## src/rtl/cordic_arb_defs_pkg.sv

```systemverilog
// Shared definitions for the CORDIC phase arbiter: FSM state encoding and
// default handshake/watchdog limits.
package cordic_arb_defs;

  typedef enum logic [1:0] {
    IDLE     = 2'd0,
    ISSUE    = 2'd1,
    ACK_WAIT = 2'd2,
    RUN      = 2'd3
  } arb_state_e;

  localparam int ACK_MAX_DEF     = 4;
  localparam int TIMEOUT_CYC_DEF = 1023;
  localparam int WD_W            = 10;

endpackage

```

## src/rtl/cordic_rr_pick.sv

```systemverilog
// Combinational round-robin picker: first set valid searching upward from
// rr_ptr+1, wrapping modulo NUM_CH.
module cordic_rr_pick #(
  parameter int NUM_CH = 4,
  parameter int CH_W   = 2
) (
  input  logic [NUM_CH-1:0] valid,
  input  logic [CH_W-1:0]   rr_ptr,
  output logic [NUM_CH-1:0] grant,
  output logic [CH_W-1:0]   idx,
  output logic              any_valid
);

  int c;

  always_comb begin
    grant     = '0;
    idx       = '0;
    c         = 0;
    any_valid = |valid;
    // Walk farthest-first so the nearest candidate after rr_ptr overwrites last.
    for (int k = NUM_CH; k >= 1; k--) begin
      c = (int'(rr_ptr) + k) % NUM_CH;
      if (valid[c[CH_W-1:0]]) begin
        grant                = '0;
        grant[c[CH_W-1:0]]   = 1'b1;
        idx                  = c[CH_W-1:0];
      end
    end
  end

endmodule

```

## src/rtl/cordic_phase_arbiter.sv

```systemverilog
// Round-robin scheduler sharing one CORDIC phase engine among NUM_CH requesters.
// Optional RUN-state watchdog enabled by defining CORDIC_ARB_TIMEOUT_EN.
module cordic_phase_arbiter
  import cordic_arb_defs::*;
#(
  parameter int NUM_CH  = 4,
  parameter int DATA_W  = 24,
  parameter int CH_W    = 2,
  parameter int ACK_MAX = ACK_MAX_DEF
`ifdef CORDIC_ARB_TIMEOUT_EN
  , parameter int TIMEOUT_CYC = TIMEOUT_CYC_DEF
`endif
) (
  input  logic                     iClk,
  input  logic                     iReset_n,
  input  logic [NUM_CH-1:0]        iReq_valid,
  input  logic [NUM_CH*DATA_W-1:0] iReq_data,
  output logic [NUM_CH-1:0]        oReq_ready,
  output logic                     oCore_data_valid,
  output logic [DATA_W-1:0]        oCore_data,
  input  logic                     iCore_ready,
  output logic                     oTag_valid,
  output logic [CH_W-1:0]          oTag,
  output logic                     oBusy,
  output logic                     oTimeout
);

  localparam int ACK_W = $clog2(ACK_MAX + 1);

  arb_state_e                      state;
  logic [CH_W-1:0]                 rr_ptr, tag_q, pick_idx;
  logic [DATA_W-1:0]               data_q;
  logic [ACK_W-1:0]                ack_cnt;
  logic                            issue_q;
  logic [NUM_CH-1:0]               pick_grant;
  logic                            any_valid, grant;
  logic [NUM_CH-1:0][DATA_W-1:0]   req_words;

  assign req_words = iReq_data;

  cordic_rr_pick #(.NUM_CH(NUM_CH), .CH_W(CH_W)) u_pick (
    .valid     (iReq_valid),
    .rr_ptr    (rr_ptr),
    .grant     (pick_grant),
    .idx       (pick_idx),
    .any_valid (any_valid)
  );

  assign grant      = (state == IDLE) && iCore_ready && any_valid;
  // Strobe is masked during reset so every output reads 0 while held.
  assign oReq_ready = (iReset_n && state == IDLE && iCore_ready) ? pick_grant : '0;

  assign oCore_data_valid = issue_q;
  assign oTag_valid       = issue_q;
  assign oCore_data       = data_q;
  assign oTag             = tag_q;
  assign oBusy            = (state != IDLE);

`ifdef CORDIC_ARB_TIMEOUT_EN
  logic [WD_W-1:0] wd_cnt;
  logic            timeout_q;
  assign oTimeout = timeout_q;
`else
  assign oTimeout = 1'b0;
`endif

  always_ff @(posedge iClk or negedge iReset_n) begin
    if (!iReset_n) begin
      state   <= IDLE;
      rr_ptr  <= CH_W'(NUM_CH - 1);
      data_q  <= '0;
      tag_q   <= '0;
      ack_cnt <= '0;
      issue_q <= 1'b0;
`ifdef CORDIC_ARB_TIMEOUT_EN
      wd_cnt    <= '0;
      timeout_q <= 1'b0;
`endif
    end else begin
      issue_q <= 1'b0;
`ifdef CORDIC_ARB_TIMEOUT_EN
      timeout_q <= 1'b0;
`endif
      case (state)
        IDLE: begin
          if (grant) begin
            data_q  <= req_words[pick_idx];
            tag_q   <= pick_idx;
            rr_ptr  <= pick_idx;
            issue_q <= 1'b1;
            state   <= ISSUE;
          end
        end
        ISSUE: begin
          ack_cnt <= '0;
          state   <= ACK_WAIT;
        end
        ACK_WAIT: begin
          if (!iCore_ready) begin
            state <= RUN;
`ifdef CORDIC_ARB_TIMEOUT_EN
            wd_cnt <= '0;
`endif
          end else begin
            // Engine never dropped ready: treat as a zero-rotation completion.
            ack_cnt <= ack_cnt + 1'b1;
            if (ack_cnt == ACK_W'(ACK_MAX - 1)) state <= IDLE;
          end
        end
        RUN: begin
          if (iCore_ready) begin
            state <= IDLE;
          end
`ifdef CORDIC_ARB_TIMEOUT_EN
          else if (wd_cnt == WD_W'(TIMEOUT_CYC - 1)) begin
            timeout_q <= 1'b1;
            state     <= IDLE;
          end else begin
            wd_cnt <= wd_cnt + 1'b1;
          end
`endif
        end
        default: state <= IDLE;
      endcase
    end
  end

endmodule

```

## config.mk

```make
export PLATFORM = sky130hd
export DESIGN_NAME = cordic_phase_arbiter
export DESIGN_NICKNAME = d
export VERILOG_FILES = /design/src/rtl/cordic_arb_defs_pkg.sv /design/src/rtl/cordic_rr_pick.sv /design/src/rtl/cordic_phase_arbiter.sv
export SDC_FILE = /design/constraint.sdc
export NUM_CORES = 1
export LEC_CHECK = 0
export BUFFER_PORTS_ARGS = -buffer_cell sky130_fd_sc_hd__clkbuf_2
export CORE_MARGIN = 1.5
export CORE_UTILIZATION = 35
export DETAILED_ROUTE_END_ITERATION = 8
export PLACE_DENSITY = 0.69
export SLEW_MARGIN = 20
export SYNTH_ARGS = -nofsm -noshare
export SYNTH_HDL_FRONTEND = slang
export SYNTH_SLANG_ARGS = --single-unit
export TNS_END_PERCENT = 100
```

## constraint.sdc

```tcl
create_clock -name iClk -period 5.77 [get_ports iClk]
set_input_delay 1.154 -clock iClk [delete_from_list [all_inputs] [get_ports iClk]]
set_output_delay 1.154 -clock iClk [all_outputs]
set_load 0.005 [all_outputs]
```

==> impl_metrics.yaml <==
placement:
  dp_hpwl_um: 8088
  dpl_cell_area_um2: 4118
  numPortBuffers: 135
  pre_cts_ws_ns: 1.103
  place.gp.congestion: 0.8117
drt:
  drt_iter0_markers: 123
  vias: 3797
  drcViolationCount: 0
  firstDrtPassIters: 4
  via_per_inst: 5.736
  ant_nets: 0
  routed_wl_um: 11760
  wl_per_cell_um: 17.76
clock_tree:
  cts_max_level: 2
  cts_sinks: 34
  cts_tree: "done"
  cts_hold_repair.buffers: 0
  cts_root_buf: "clkbuf_8"
  clock_latency_ns: 0.28
  cts_setup_buffers: 0
  clkTransAtPathRegs_ns: 0.07
  post_cts_resized: 0
  cts_buffers: 5
  cts_buffer_depth: 2
timing:
  hold_viol: 0
  finClkSkew_ns: 0.002798
  drv_slew: 0
  rsz0062_at_grt: "false"
  setup_viol: 0
  min_period_over_period: 0.7760
  fin_crit_ns: 4.477
  max_freq_mhz: 223.3
  worstMarginPinSlew_ns: 1.136
  slew_headroom: 0.2425
  postLayoutSetupSlackWorst_ns: 1.293
  setup_tns_ns: 0
  timing.hold.ws_ns: 0.4975
finish:
  final_cell_mix: "135 x clkbuf_2, 68 x nand2_1, 52 x a211oi_1"
  drive_gt1_frac: 0.3535
  layout_commonest_cell: "clkbuf_2"
  final_nets: 640
  fin_util: 0.4357
  areaGrowthSynthToFinish_pct: 21.82
  fin_area_um2: 4219
  num_antenna_cells: 0
  n_fill_cell: 990
global_routing:
  grt_pass1_vias: 3593
  grt_pass1_wl_um: 17930
  grt_max_degree: 41
  grt_usage: 0.2196
  antenna_found_initial: 0
  grt_overflow: 0
die:
  die_h_um: 102.5
  die-area_um2: 10500
  core_um2: 9684
  io_pins: 137
  rows: 36
  start_util: 0.3576
  die_x_um: 102.5
worst_setup_path:
  worst-setup-path-type: "flop to flop"
  required_ns: 5.97
  r2r_slack_ns: 1.29
  worstPathArrival_ns: 4.68
  cp-start-kind: "flop"
  critical_path.max_fanout: 29
  critPathCaptureType: "flop"
synthesis:
  synth-seq-area-share: 0.2464
  synthesis.area_um2: 3463
  ys_ff_latch: 34
  syn_area_per_cell_um2: 8.226
  ys_types: 47
  yosysWarningCount: 0
  syn-instance-count: 421
  synth_edf_count: 0
  ys.flop_type: "dfrtp_1"
  synth-async-reset-ratio: 1.000
  syn_nets: 533
power_and_ir_drop:
  vdd_drop_max_mv: 0.3428
  leakagePower_nw: 1.768
  p_per_area_nw_per_um2: 548.7
status:
  status: "completed"
job:
  drv_cap: 0
worst_hold_path:
  hold_class: "flop to flop"
[registers in the layout (all words and copies together) (netlist names)]
signal            flops
rr_ptr                2
oCore_data_valid      1
ack_cnt               3
oTag                  2
state                 2
oCore_data           24
[metrics by stage]
| stage | power (W) | std cells |
|---|---|---|
| CTS | 0.002314 | 662 |
| global route | 0.002500 | 662 |
| finish | 0.002315 | 662 |
| global placement | 0.002059 | 654 |
| detailed placement | 0.002117 | 654 |
| floorplan | 0.001736 | 421 |
[worst max-delay path, stage by stage (launching register included)]
cell      delay, ns
dfstp_2        0.53
clkinv_1       0.36
ha_1           0.54
inv_1          0.20
mux2i_4        0.86
o21ai_4        0.42
o21ai_2        0.99
a211oi_1       0.23
a211oi_2       0.23
[cell usage after synthesis, types with 2 or more instances]
cell type,instances,share of area
nand3_1,25,0.036
o21a_1,2,0.0043
dfstp_2,2,0.015
o22ai_1,25,0.045
buf_6,4,0.013
buf_1,2,0.0022
nand2_1,68,0.074
a211oi_1,52,0.11
and2_1,24,0.043
buf_4,3,0.0065
nor2_1,8,0.0087
a211oi_2,17,0.061
o21ai_0,12,0.017
o21ai_2,2,0.0051
a21oi_1,33,0.048
inv_1,5,0.0054
mux2_1,17,0.055
nor2_8,2,0.012
nand2b_1,5,0.0090
nor2b_4,2,0.0079
ha_1,9,0.033
a22oi_1,4,0.0087
and3_1,2,0.0036
or3_1,2,0.0036
clkbuf_1,10,0.011
o211ai_1,2,0.0043
mux2_2,9,0.029
mux2i_1,2,0.0058
dfrtp_1,32,0.23
buf_2,19,0.027
mux4_2,3,0.020
buf_8,2,0.0087
[power breakdown]
part           switching [W]  leakage (nW)  internal [W]
sequential         0.0000843         0.390      0.000359
combinational        0.00104          1.33      0.000644
clock              0.0000940        0.0482     0.0000965
total                0.00122          1.77       0.00110
[kinds of logic (layout without fill, tap and decap cells)]
logic type / Yosys count / in the layout / share of synthesized area
AND/OR/NAND/NOR: 142 / 142 / 0.2056
flip-flops: 34 / 34 / 0.2464
adder cells (fa/ha/maj): 9 / 9 / 0.03252
other: 1 / 1 / 0.001083
XOR/XNOR: 1 / 1 / 0.002529
multiplexers: 31 / 31 / 0.1098
AO/OA/AOI/OAI: 157 / 157 / 0.3270
buffers and inverters: 46 / 154 / 0.07514
[path summary, 6_finish.rpt]
| path | start | end | depth (start not counted) |
|---|---|---|---|
| max | rr_ptr[0] | oCore_data[5] | 8 |
| min | oTag[0] | oTag[0] | 2 |
| max reg2reg | rr_ptr[0] | oCore_data[5] | 8 |
| min reg2reg | oTag[0] | oTag[0] | 2 |
| max in group asynchronous | iReset_n | rr_ptr[0] | 2 |
| min in group asynchronous | iReset_n | oCore_data[11] | 2 |
[routing by layer]
| metal | up-vias | routed length, um | track usage |
|---|---|---|---|
| met5 | - | 0 | 0 |
| met4 | 0 | 38 | 0.06112 |
| met3 | 8 | 1010 | 0.03694 |
| met2 | 191 | 5660 | 0.3805 |
| met1 | 1805 | 5045 | 0.2813 |
| li1 | 1793 | - | - |
[layout make-up]
cell class              count  area [um^2]  share of cell area
flip-flops and latches     34        853.3              0.2023
multi-input cells         341         2372              0.5623
well taps                 133        166.4             0.03944
repair buffers            140        713.2              0.1690
clock inverters             1        5.005            0.001186
clock buffers               7        86.33             0.02046
inverters                   6        22.52            0.005338
(Power assumes the default switching activity.)
